--- config.mk ---
export PLATFORM = sky130hd
export DESIGN_NAME = four_bit_serial_adder
export DESIGN_NICKNAME = d
export VERILOG_FILES = /design/src/rtl/four_bit_serial_adder.sv
export SDC_FILE = /design/constraint.sdc
export NUM_CORES = 1
export LEC_CHECK = 0
export ABC_AREA = 1
export ABC_CLOCK_PERIOD_IN_PS = 1400
export BUFFER_PORTS_ARGS = -buffer_cell sky130_fd_sc_hd__clkbuf_2
export CAP_MARGIN = 15
export CELL_PAD_IN_SITES_DETAIL_PLACEMENT = 2
export CELL_PAD_IN_SITES_GLOBAL_PLACEMENT = 2
export CORE_UTILIZATION = 27
export DETAILED_ROUTE_END_ITERATION = 12
export PLACE_DENSITY = 0.85
export SKIP_CTS_REPAIR_TIMING = 1
export SLEW_MARGIN = 20
export SYNTH_ARGS = -nofsm -noshare
export SYNTH_HDL_FRONTEND = slang
export SYNTH_SLANG_ARGS = --single-unit
--- constraint.sdc ---
create_clock -name clk -period 1.4 [get_ports clk]
set_input_delay 0.28 -clock clk [delete_from_list [all_inputs] [get_ports clk]]
set_output_delay 0.28 -clock clk [all_outputs]
set_load 0.01 [all_outputs]
--- src/rtl/four_bit_serial_adder.sv ---
// ---------------------------------------------------------------------------
// four_bit_serial_adder
//
// Purpose:
//   Bit-serial adder for two 4-bit unsigned operands. A reset edge loads the
//   operands into shift registers and clears the carry. Each following clock
//   performs one full-adder step, LSB first. After four steps the 5-bit sum
//   (final carry in out[4]) is on out and all state is frozen until the next
//   reset. The internal single-bit nets are exported for debug visibility.
//
// Configuration:
//   SERIAL_ADDER_DONE_EN - when defined, adds a registered 'done' output. It
//                          rises on the edge where counter reaches 4 and is
//                          cleared by reset.
//
// Ports:
//   clk      in   1  rising-edge clock
//   reset    in   1  synchronous, active-high; loads a/b, clears carry/out/counter
//   a        in   4  operand A, sampled only while reset=1
//   b        in   4  operand B, sampled only while reset=1
//   out      out  5  out[3:0] sum shift register, out[4] final carry
//   a0       out  1  LSB of the A shift register
//   b0       out  1  LSB of the B shift register
//   s        out  1  combinational sum bit a0 ^ b0 ^ cin
//   cin      out  1  carry register (carry into the current bit)
//   cout     out  1  combinational carry out of the current bit
//   counter  out  4  bits processed, 0..4, saturating at 4
//   done     out  1  completion flag (SERIAL_ADDER_DONE_EN only)
// ---------------------------------------------------------------------------
module four_bit_serial_adder (
    input  logic       clk,
    input  logic       reset,
    input  logic [3:0] a,
    input  logic [3:0] b,
    output logic [4:0] out,
    output logic       a0,
    output logic       b0,
    output logic       s,
    output logic       cin,
    output logic       cout,
    output logic [3:0] counter
`ifdef SERIAL_ADDER_DONE_EN
    ,
    output logic       done
`endif
);

    localparam logic [3:0] NUM_STEPS = 4'd4;
    localparam logic [3:0] LAST_STEP = 4'd3;

    logic [3:0] sra_r;
    logic [3:0] srb_r;
    logic       cin_r;
    logic [4:0] out_r;
    logic [3:0] counter_r;
    logic       sum_s;
    logic       cout_s;
    logic       step_s;

    // Full-adder sum bit.
    function automatic logic fa_sum(input logic x, input logic y, input logic ci);
        fa_sum = x ^ y ^ ci;
    endfunction

    // Full-adder carry-out bit.
    function automatic logic fa_carry(input logic x, input logic y, input logic ci);
        fa_carry = (x & y) | (ci & (x ^ y));
    endfunction

    // Current full-adder step and whether a step is still pending.
    always_comb begin
        sum_s  = fa_sum(sra_r[0], srb_r[0], cin_r);
        cout_s = fa_carry(sra_r[0], srb_r[0], cin_r);
        step_s = (counter_r < NUM_STEPS);
    end

    // Operand shift registers, carry, result and step counter.
    always_ff @(posedge clk) begin
        if (reset) begin
            sra_r     <= a;
            srb_r     <= b;
            cin_r     <= 1'b0;
            out_r     <= 5'b0_0000;
            counter_r <= 4'd0;
        end else if (step_s) begin
            sra_r      <= {1'b0, sra_r[3:1]};
            srb_r      <= {1'b0, srb_r[3:1]};
            cin_r      <= cout_s;
            // Sum bits enter at bit 3 so that after four steps bit 0 is the LSB.
            out_r[3:0] <= {sum_s, out_r[3:1]};
            // The final carry is only committed on the last step.
            out_r[4]   <= (counter_r == LAST_STEP) ? cout_s : 1'b0;
            counter_r  <= counter_r + 4'd1;
        end else begin
            sra_r     <= sra_r;
            srb_r     <= srb_r;
            cin_r     <= cin_r;
            out_r     <= out_r;
            counter_r <= counter_r;
        end
    end

`ifdef SERIAL_ADDER_DONE_EN
    logic done_r;

    // Completion flag, set on the edge where the counter reaches its limit.
    always_ff @(posedge clk) begin
        if (reset) begin
            done_r <= 1'b0;
        end else if (step_s && (counter_r == LAST_STEP)) begin
            done_r <= 1'b1;
        end else begin
            done_r <= done_r;
        end
    end

    assign done = done_r;
`endif

    assign out     = out_r;
    assign a0      = sra_r[0];
    assign b0      = srb_r[0];
    assign s       = sum_s;
    assign cin     = cin_r;
    assign cout    = cout_s;
    assign counter = counter_r;

endmodule

## After elaboration in Yosys (flattened, before gate mapping)

Cells that the tools add are included.

- Bits in registers: 18
- Input bits: 10
- Output and inout bits: 14
- Word-level logic and storage cells: 19

- Add/sub/neg operators: 1
- Order comparisons: 1
- Eq/ne operators: 1
- Muxes and demuxes: 5
- Bitwise logic cells: 5
- Reduce and logical (&&, ||, !) cells: 1

Operators with widths:

| cell | count |
|---|---|
| $mux 4 | 4 |
| $add 4x1->4 const B | 1 |
| $eq 4x2->1 const B | 1 |
| $lt 4x3->1 const B | 1 |
| $and 1x1->1 | 2 |
| $reduce_bool 2->1 | 1 |
| $xor 1x1->1 | 2 |
| $mux 1 | 1 |
| $or 1x1->1 | 1 |

## Depth between registers and ports, before layout

Gate-level depths: netlist of the first run.

- Depth in word-level cells: 4
- Mapped depth: 5
- Depth with buffers taken out: 5

## Worst setup path before layout of the first run

OpenSTA, ideal clock, no wires.

- Path type: reg-to-output
- Start: register sra_r[0]
- End: output port s
- Arrival: 1.057 ns
- Required time: 1.120 ns
- Path slack: 0.063 ns
- Stages on the path, launching flop included: 2
- Path buffers: 0
- Cells stage by stage: edfxtp_1 > fa_1

- Cells in the longest elaborated chain, start to end: 2

Ends and longest elaborated chain:

| item | line | text |
|---|---|---|
| start: declaration | 51 | `logic [3:0] sra_r;` |
| start signal: assignment | 86 | `sra_r <= {1'b0, sra_r[3:1]};` |
| start signal: assignment | 95 | `sra_r <= sra_r;` |
| $xor 1x1->1 (2 in series) | 62 | `fa_sum = x ^ y ^ ci;` |
| end: declaration | 38 | `output logic s,` |

No other way between the ends.

## Worst setup path after layout of the first run

- Start: register srb_r[0]
- End: output port s

- Cells in the longest elaborated chain, start to end: 2

Ends and longest elaborated chain:

| item | line | text |
|---|---|---|
| start: declaration | 52 | `logic [3:0] srb_r;` |
| start signal: assignment | 87 | `srb_r <= {1'b0, srb_r[3:1]};` |
| start signal: assignment | 96 | `srb_r <= srb_r;` |
| $xor 1x1->1 (2 in series) | 62 |  |

No other way between the ends.

==> out/metrics.yaml, run 1 <==
peakVddDrop_mv: 0.496
critPathMaxStageDelay_ns: 0.54
finalSetupViolCount: 2
place_area_um2: 908
critPathSlowestCell: "fa_1"
rsz0062_at_grt: "true"
fin_skew_ns: 0.00118
setup_slack_ns: -0.265
intPower_uw: 882
start_util_pct: 29.7
gr-total-overflow: 0
synthDistinctLibCells: 13
clock-sinks: 18
routed-via-count: 657
status: "finished with violations"
cts_buffers: 3
grt_max_degree: 15
ys_seq_area_share_pct: 57.8
power.share.clock_pct: 26.0
holdWs_ns: 0.246
die_area_mm2: 0.00304
die_w_um: 55.1
clk_pin_slew_worst_paths_ns: 0.10
hold_depth: 3
path_cells: "fa_1 > buf_2"
first_pass_iters: 3
grt_first_pass_wirelength_mm: 2.73
r2r_cells: 5
max_slew.worst_pin.slew_ns: 0.363
fmax_ghz: 0.601
yosys_warnings: 0
antenna_left: 0
crit_type: "reg -> out"
design_area_um2: 952
path_max_fanout: 2
cts_tree: "built"
min-delay-start: "a[3]"
hold_path.class: "in -> reg"
rows: 18
grt_pass1_vias: 642
r2r_start: "srb_r[0]$_DFFE_PP_"
p_per_area_mw_per_mm2: 1300
wl_per_cell_um: 11.6
place.gp.congestion: 0.662
relSlewSlack_pct: 75.7
synth_nets: 103
finalSetupTns_ns: -0.459
n_antenna_cell: 0
cp-end-kind: "output pin"
nets: 131
final_cell_mix: "nand2_1, clkbuf_2, nor2_1, inv_1, dfxtp_1"
die_h_um: 55.1
track_usage_pct: 13.1
avgViaCountPerCell: 4.44
synth-seq-cells: 18
synth_cells: 91
seqPwrFrac_pct: 53.2
arrival_ns: 1.38
finalCriticalPeriod_ns: 1.66
cap_violations: 0
layout-drive-gt1-share_pct: 27.1
cts-htree-levels: 1
start_kind: "flop"
syn2layout_area_growth_pct: 25.0
drc: 0
ios: 24
slew_violations: 0
violations: "setup timing"
reg2reg_to: "out[4]$_SDFFE_PP0N_"
syn_avg_cell_area_um2: 8.37
finalHoldViolCount: 0
port_buffers: 23
hpwl_mm: 1.27
hold_end: "sra_r[3]$_SDFFCE_PN0P_"
clk_latency_ns: 0.29
worstPathRequired_ns: 1.12
drt_iter0_markers: 4
cts_max_path_buffers: 2
syn-cell-area_um2: 762
core-area_mm2: 0.00257
r2r_setup_slack_ns: 0.17
comb_power_share_pct: 20.8
fin_crit_sh_pct: 119
power_switching_share_pct: 28.5
clock-root-buffer: "clkbuf_4"
layout_commonest_cell: "nand2_1"
power_switching_uw: 352
leakage_uw: 0.000534
wirelength_mm: 1.71
antenna_found_initial: 0
[Yosys cell counts]
cell type | instances | area share (%)
nor2_1 | 14 | 6.9
ha_1 | 1 | 1.6
inv_2 | 1 | 0.49
nor2_4 | 1 | 1.5
fa_1 | 1 | 2.6
dfxtp_1 | 10 | 26
nand3_1 | 3 | 2.0
buf_6 | 1 | 1.5
nand2_1 | 38 | 19
inv_1 | 10 | 4.9
buf_2 | 2 | 1.3
a21oi_1 | 1 | 0.66
edfxtp_1 | 8 | 32
[power groups by stage]
stage          sequential, uW  combinational (uW)  clock (uW)
2_1_floorplan             686                 141           0
3_3_place_gp              666                 246           0
3_5_place_dp              672                 258           0
4_1_cts                   659                 260         336
5_1_grt                   668                 304         350
6_report                  657                 257         321
[routing by layer]
metal  share of wire [%]  vias up  track usage (%)
met5                   0        -                0
met4                0.82        0             7.50
met3                 5.5        2             2.73
met2                  50       18             21.7
met1                  43      308             15.6
li1                    -      329                -
[cell families (layout without fill, tap and decap cells)]
| group | after synthesis | after routing | synth area share [%] |
|---|---|---|---|
| buffers and inverters | 14 | 41 | 8.21 |
| DFF | 18 | 18 | 57.8 |
| adders and majority gates | 2 | 2 | 4.27 |
| and+or+nand+nor | 56 | 56 | 29.1 |
| AOI/OAI and AO/OA | 1 | 1 | 0.656 |
[sequential cells by signal, summed over array words and instances (netlist names)]
signal,flops
srb_r,4
sra_r,4
cin,1
counter,4
out,5
[worst max-delay path, delay by kind of cell, from the launching register on]
kind	cells	cell delay, ns
adders and majority gates	1	0.54
DFF	1	0.43
buffers and inverters	1	0.13
[stage by stage]
stage	util [%]	instances	total power, uW	setup WS [ns]
floorplan	-	91	827	0.0633
global placement	35.4	143	912	0.0356
detailed placement	35.4	143	929	0.0110
CTS	36.8	147	1260	-0.328
global route	37.1	148	1320	-0.325
finish	37.1	148	1230	-0.265
[layout make-up]
class                   instances  area (um2)
clock buffers                   4        36.3
flip-flops and latches         18         440
well taps                      30        37.5
inverters                      11        41.3
fillers                       292        1620
repair buffers                 26         138
multi-input cells              59         259
[worst max-delay path by stage]
stage | from | to | slack (ns) | cells after the start
floorplan | sra_r[0]$_DFFE_PP_ | s | 0.06 | 1
global placement | sra_r[0]$_DFFE_PP_ | s | 0.04 | 2
detailed placement | sra_r[0]$_DFFE_PP_ | s | 0.01 | 2
CTS | sra_r[0]$_DFFE_PP_ | s | -0.33 | 2
global route | srb_r[0]$_DFFE_PP_ | s | -0.33 | 2
finish | srb_r[0]$_DFFE_PP_ | s | -0.26 | 2
No activity file was read; power rests on OpenSTA's default activity.
==> inputs of run 2 (changes only) <==
--- a/config.mk
+++ b/config.mk
@@ -5,13 +5,12 @@
 export SDC_FILE = /design/constraint.sdc
 export NUM_CORES = 1
 export LEC_CHECK = 0
-export ABC_AREA = 1
 export ABC_CLOCK_PERIOD_IN_PS = 1400
 export BUFFER_PORTS_ARGS = -buffer_cell sky130_fd_sc_hd__clkbuf_2
 export CAP_MARGIN = 15
 export CELL_PAD_IN_SITES_DETAIL_PLACEMENT = 2
 export CELL_PAD_IN_SITES_GLOBAL_PLACEMENT = 2
-export CORE_UTILIZATION = 27
+export CORE_UTILIZATION = 30
 export DETAILED_ROUTE_END_ITERATION = 12
 export PLACE_DENSITY = 0.85
 export SKIP_CTS_REPAIR_TIMING = 1
==> run 2 against run 1 <==
  * The flow still finishes with violations (setup timing)
  * Non-clock buffer count up 3
  * Sequential share of layout area shrank 0.24 points
  * Design area increased by 0.53%
==> out/metrics.yaml, run 2 <==
clk_latency_ns: 0.29  # about the same
gr-total-overflow: 0  # unchanged
die_h_um: 52.1  # -5.6%
first_pass_iters: 2  # -1
power_uw: 1150  # -7.0%
die_w_um: 52.1  # -5.6%
final_cell_mix: "clkbuf_2, dfxtp_1, o21ai_0, a21oi_1, edfxtp_1"
drt_iter0_markers: 3  # -1
hpwl_mm: 1.16  # -8.8%
synth_top_area_share_pct: 31.9  # +0.42 points
worstPathRequired_ns: 1.12  # about the same
nets: 103  # -21%
violations: "setup timing"
path_max_fanout: 2  # unchanged
status: "finished with violations"
arrival_ns: 1.38  # about the same
fin_skew_ns: 0.000970  # -0.000210 ns
r2r_start: "srb_r[0]$_DFFE_PP_"
slew_violations: 0  # unchanged
synth_cells: 61  # -33%
layout_commonest_cell: "clkbuf_2"
wirelength_mm: 1.65  # -3.9%
port_buffers: 23  # unchanged
async_flop_share_pct: 0  # unchanged
cts_buffers: 3  # unchanged
finalSetupViolCount: 3  # +1
wl_per_cell_um: 14.0  # +21%
relSlewSlack_pct: 51.1  # -25 points
grt_first_pass_wirelength_mm: 2.66  # -2.5%
syn2layout_area_growth_pct: 27.3
r2r_cells: 3  # -2
cts-htree-levels: 1  # unchanged
peakVddDrop_mv: 0.803  # +62%
critPathMaxStageDelay_ns: 0.54  # about the same
syn_avg_cell_area_um2: 12.3  # +47%
p_per_area_mw_per_mm2: 1200  # -7.5%
antenna_found_initial: 0  # unchanged
layout-drive-gt1-share_pct: 43.3  # +16 points
setup_slack_ns: -0.262  # +0.00286 ns
grt_pass1_vias: 591  # -7.9%
synth_nets: 73  # -29%
rsz0062_at_grt: "true"
fin_crit_sh_pct: 119  # -0.20 points
place.gp.congestion: 0.581  # -12%
yosysMostFrequentCell: "dfxtp_1"
start_kind: "flop"
antenna_left: 0  # unchanged
highest_layer: "met4"
synthTopCellsByArea: "edfxtp_1, dfxtp_1, mux2_2, or3b_1, a21oi_1"
grt_max_degree: 20  # +5
critPathSlowestCell: "fa_1"
fmax_ghz: 0.602  # +0.17%
max_slew.worst_pin.slew_ns: 0.732  # +0.369 ns
synth_ff_type: "dfxtp_1"
die_area_mm2: 0.00271  # -11%
wl_met2_um: 800  # -6.9%
finalHoldViolCount: 0  # unchanged
ios: 24  # unchanged
start_util_pct: 32.7  # +3.1 points
crit_type: "reg -> out"
cp-end-kind: "output pin"
synth_edf_count: 8  # unchanged
critPathCapture: "s"
path_cells: "fa_1 > buf_2"
largest_reg_flops: 5  # unchanged
synthDistinctLibCells: 17  # +4
cap_violations: 0  # unchanged
synth_common_cells: "dfxtp_1, a21oi_1, edfxtp_1, o21ai_0"
yosys_warnings: 0  # unchanged
clock-sinks: 18  # unchanged
drc: 0  # unchanged
r2r_setup_slack_ns: -0.11  # -0.28 ns
routed-via-count: 574  # -13%
cts_max_path_buffers: 2  # unchanged
ys_seq_area_share_pct: 58.6  # +0.77 points
wl_met3_um: 87  # -7.4%
track_usage_pct: 14.1  # +1.0 points
clk_pin_slew_worst_paths_ns: 0.10  # about the same
final_cells: 118  # -20%
n_antenna_cell: 0  # unchanged
placed_cells: 113  # -21%
wl_met1_um: 746  # +0.40%
clock-root-buffer: "clkbuf_4"
core-area_mm2: 0.00230  # -11%
yosys.area.top_type: "edfxtp_1"
leakage_uw: 0.000412  # -23%
synth-seq-cells: 18  # unchanged
critPathLaunch: "srb_r[0]$_DFFE_PP_"
rows: 17  # -1
syn-cell-area_um2: 752  # -1.3%
hold_path.class: "in -> reg"
cts_tree: "built"
finalCriticalPeriod_ns: 1.66  # -0.00286 ns
reg2reg_to: "out[3]$_SDFFE_PP0N_"
avgViaCountPerCell: 4.86  # +9.6%
n_fill_cell: 257  # -12%
[run 2: layer usage]
layer / track usage (%) / vias up
met5: 0 / -
met3: 5.26 / 2
met1: 15.0 / 269
met2: 25.6 / 19
li1: - / 284
met4: 4.05 / 0
[run 2: critical path, delay by kind of cell, from the launching register on]
family                   cells  cell delay, ns
buffers and inverters        1            0.13
adder cells (fa/ha/maj)      1            0.54
flip-flops                   1            0.42
[run 2: layout make-up]
cell class | count | area, um2 | area share [%]
Clock buffer | 4 | 26.3 | 2.75
Inverter | 1 | 3.75 | 0.392
Multi-Input combinational cell | 38 | 292 | 30.5
Sequential cell | 18 | 440 | 46.0
Tap cell | 28 | 35.0 | 3.66
Timing Repair Buffer | 29 | 160 | 16.7
[run 2: how the worst min path moves through the flow]
stage / from / endpoint / cells after the start
2_1_floorplan: a[3] / sra_r[3]$_SDFFCE_PN0P_ / 1
3_3_place_gp: out[0]$_SDFFE_PP0N_ / out[0]$_SDFFE_PP0N_ / 2
3_5_place_dp: out[0]$_SDFFE_PP0N_ / out[0]$_SDFFE_PP0N_ / 2
4_1_cts: b[3] / srb_r[3]$_SDFFCE_PN0P_ / 2
5_1_grt: b[3] / srb_r[3]$_SDFFCE_PN0P_ / 2
6_report: b[3] / srb_r[3]$_SDFFCE_PN0P_ / 2
[run 2: through the flow]
stage                     cell area (um2)  worst slack, ns  hold WS [ns]  setup TNS, ns  utilization, %
after floorplan                       752           -0.177         0.484         -0.177               -
after global placement                920          -0.0661         0.461        -0.0661            40.0
after detailed placement              920           -0.155         0.481         -0.155            40.0
after CTS                             946           -0.339         0.259         -0.784            41.2
after global routing                  957           -0.336         0.258         -0.796            41.7
final                                 957           -0.262         0.271         -0.567            41.7
[run 2: power by group]
group / internal, uW / switching (uW)
combinational: 125 / 112
clock: 111 / 156
sequential: 609 / 33.7
[run 2: kinds of logic after synthesis]
family | Yosys count | synth area share [%]
muxes | 6 | 8.98
buffers and inverters | 5 | 3.16
DFF | 18 | 58.6
AOI/OAI and AO/OA | 18 | 12.3
adders and majority gates | 2 | 4.33
and+or+nand+nor | 12 | 12.6
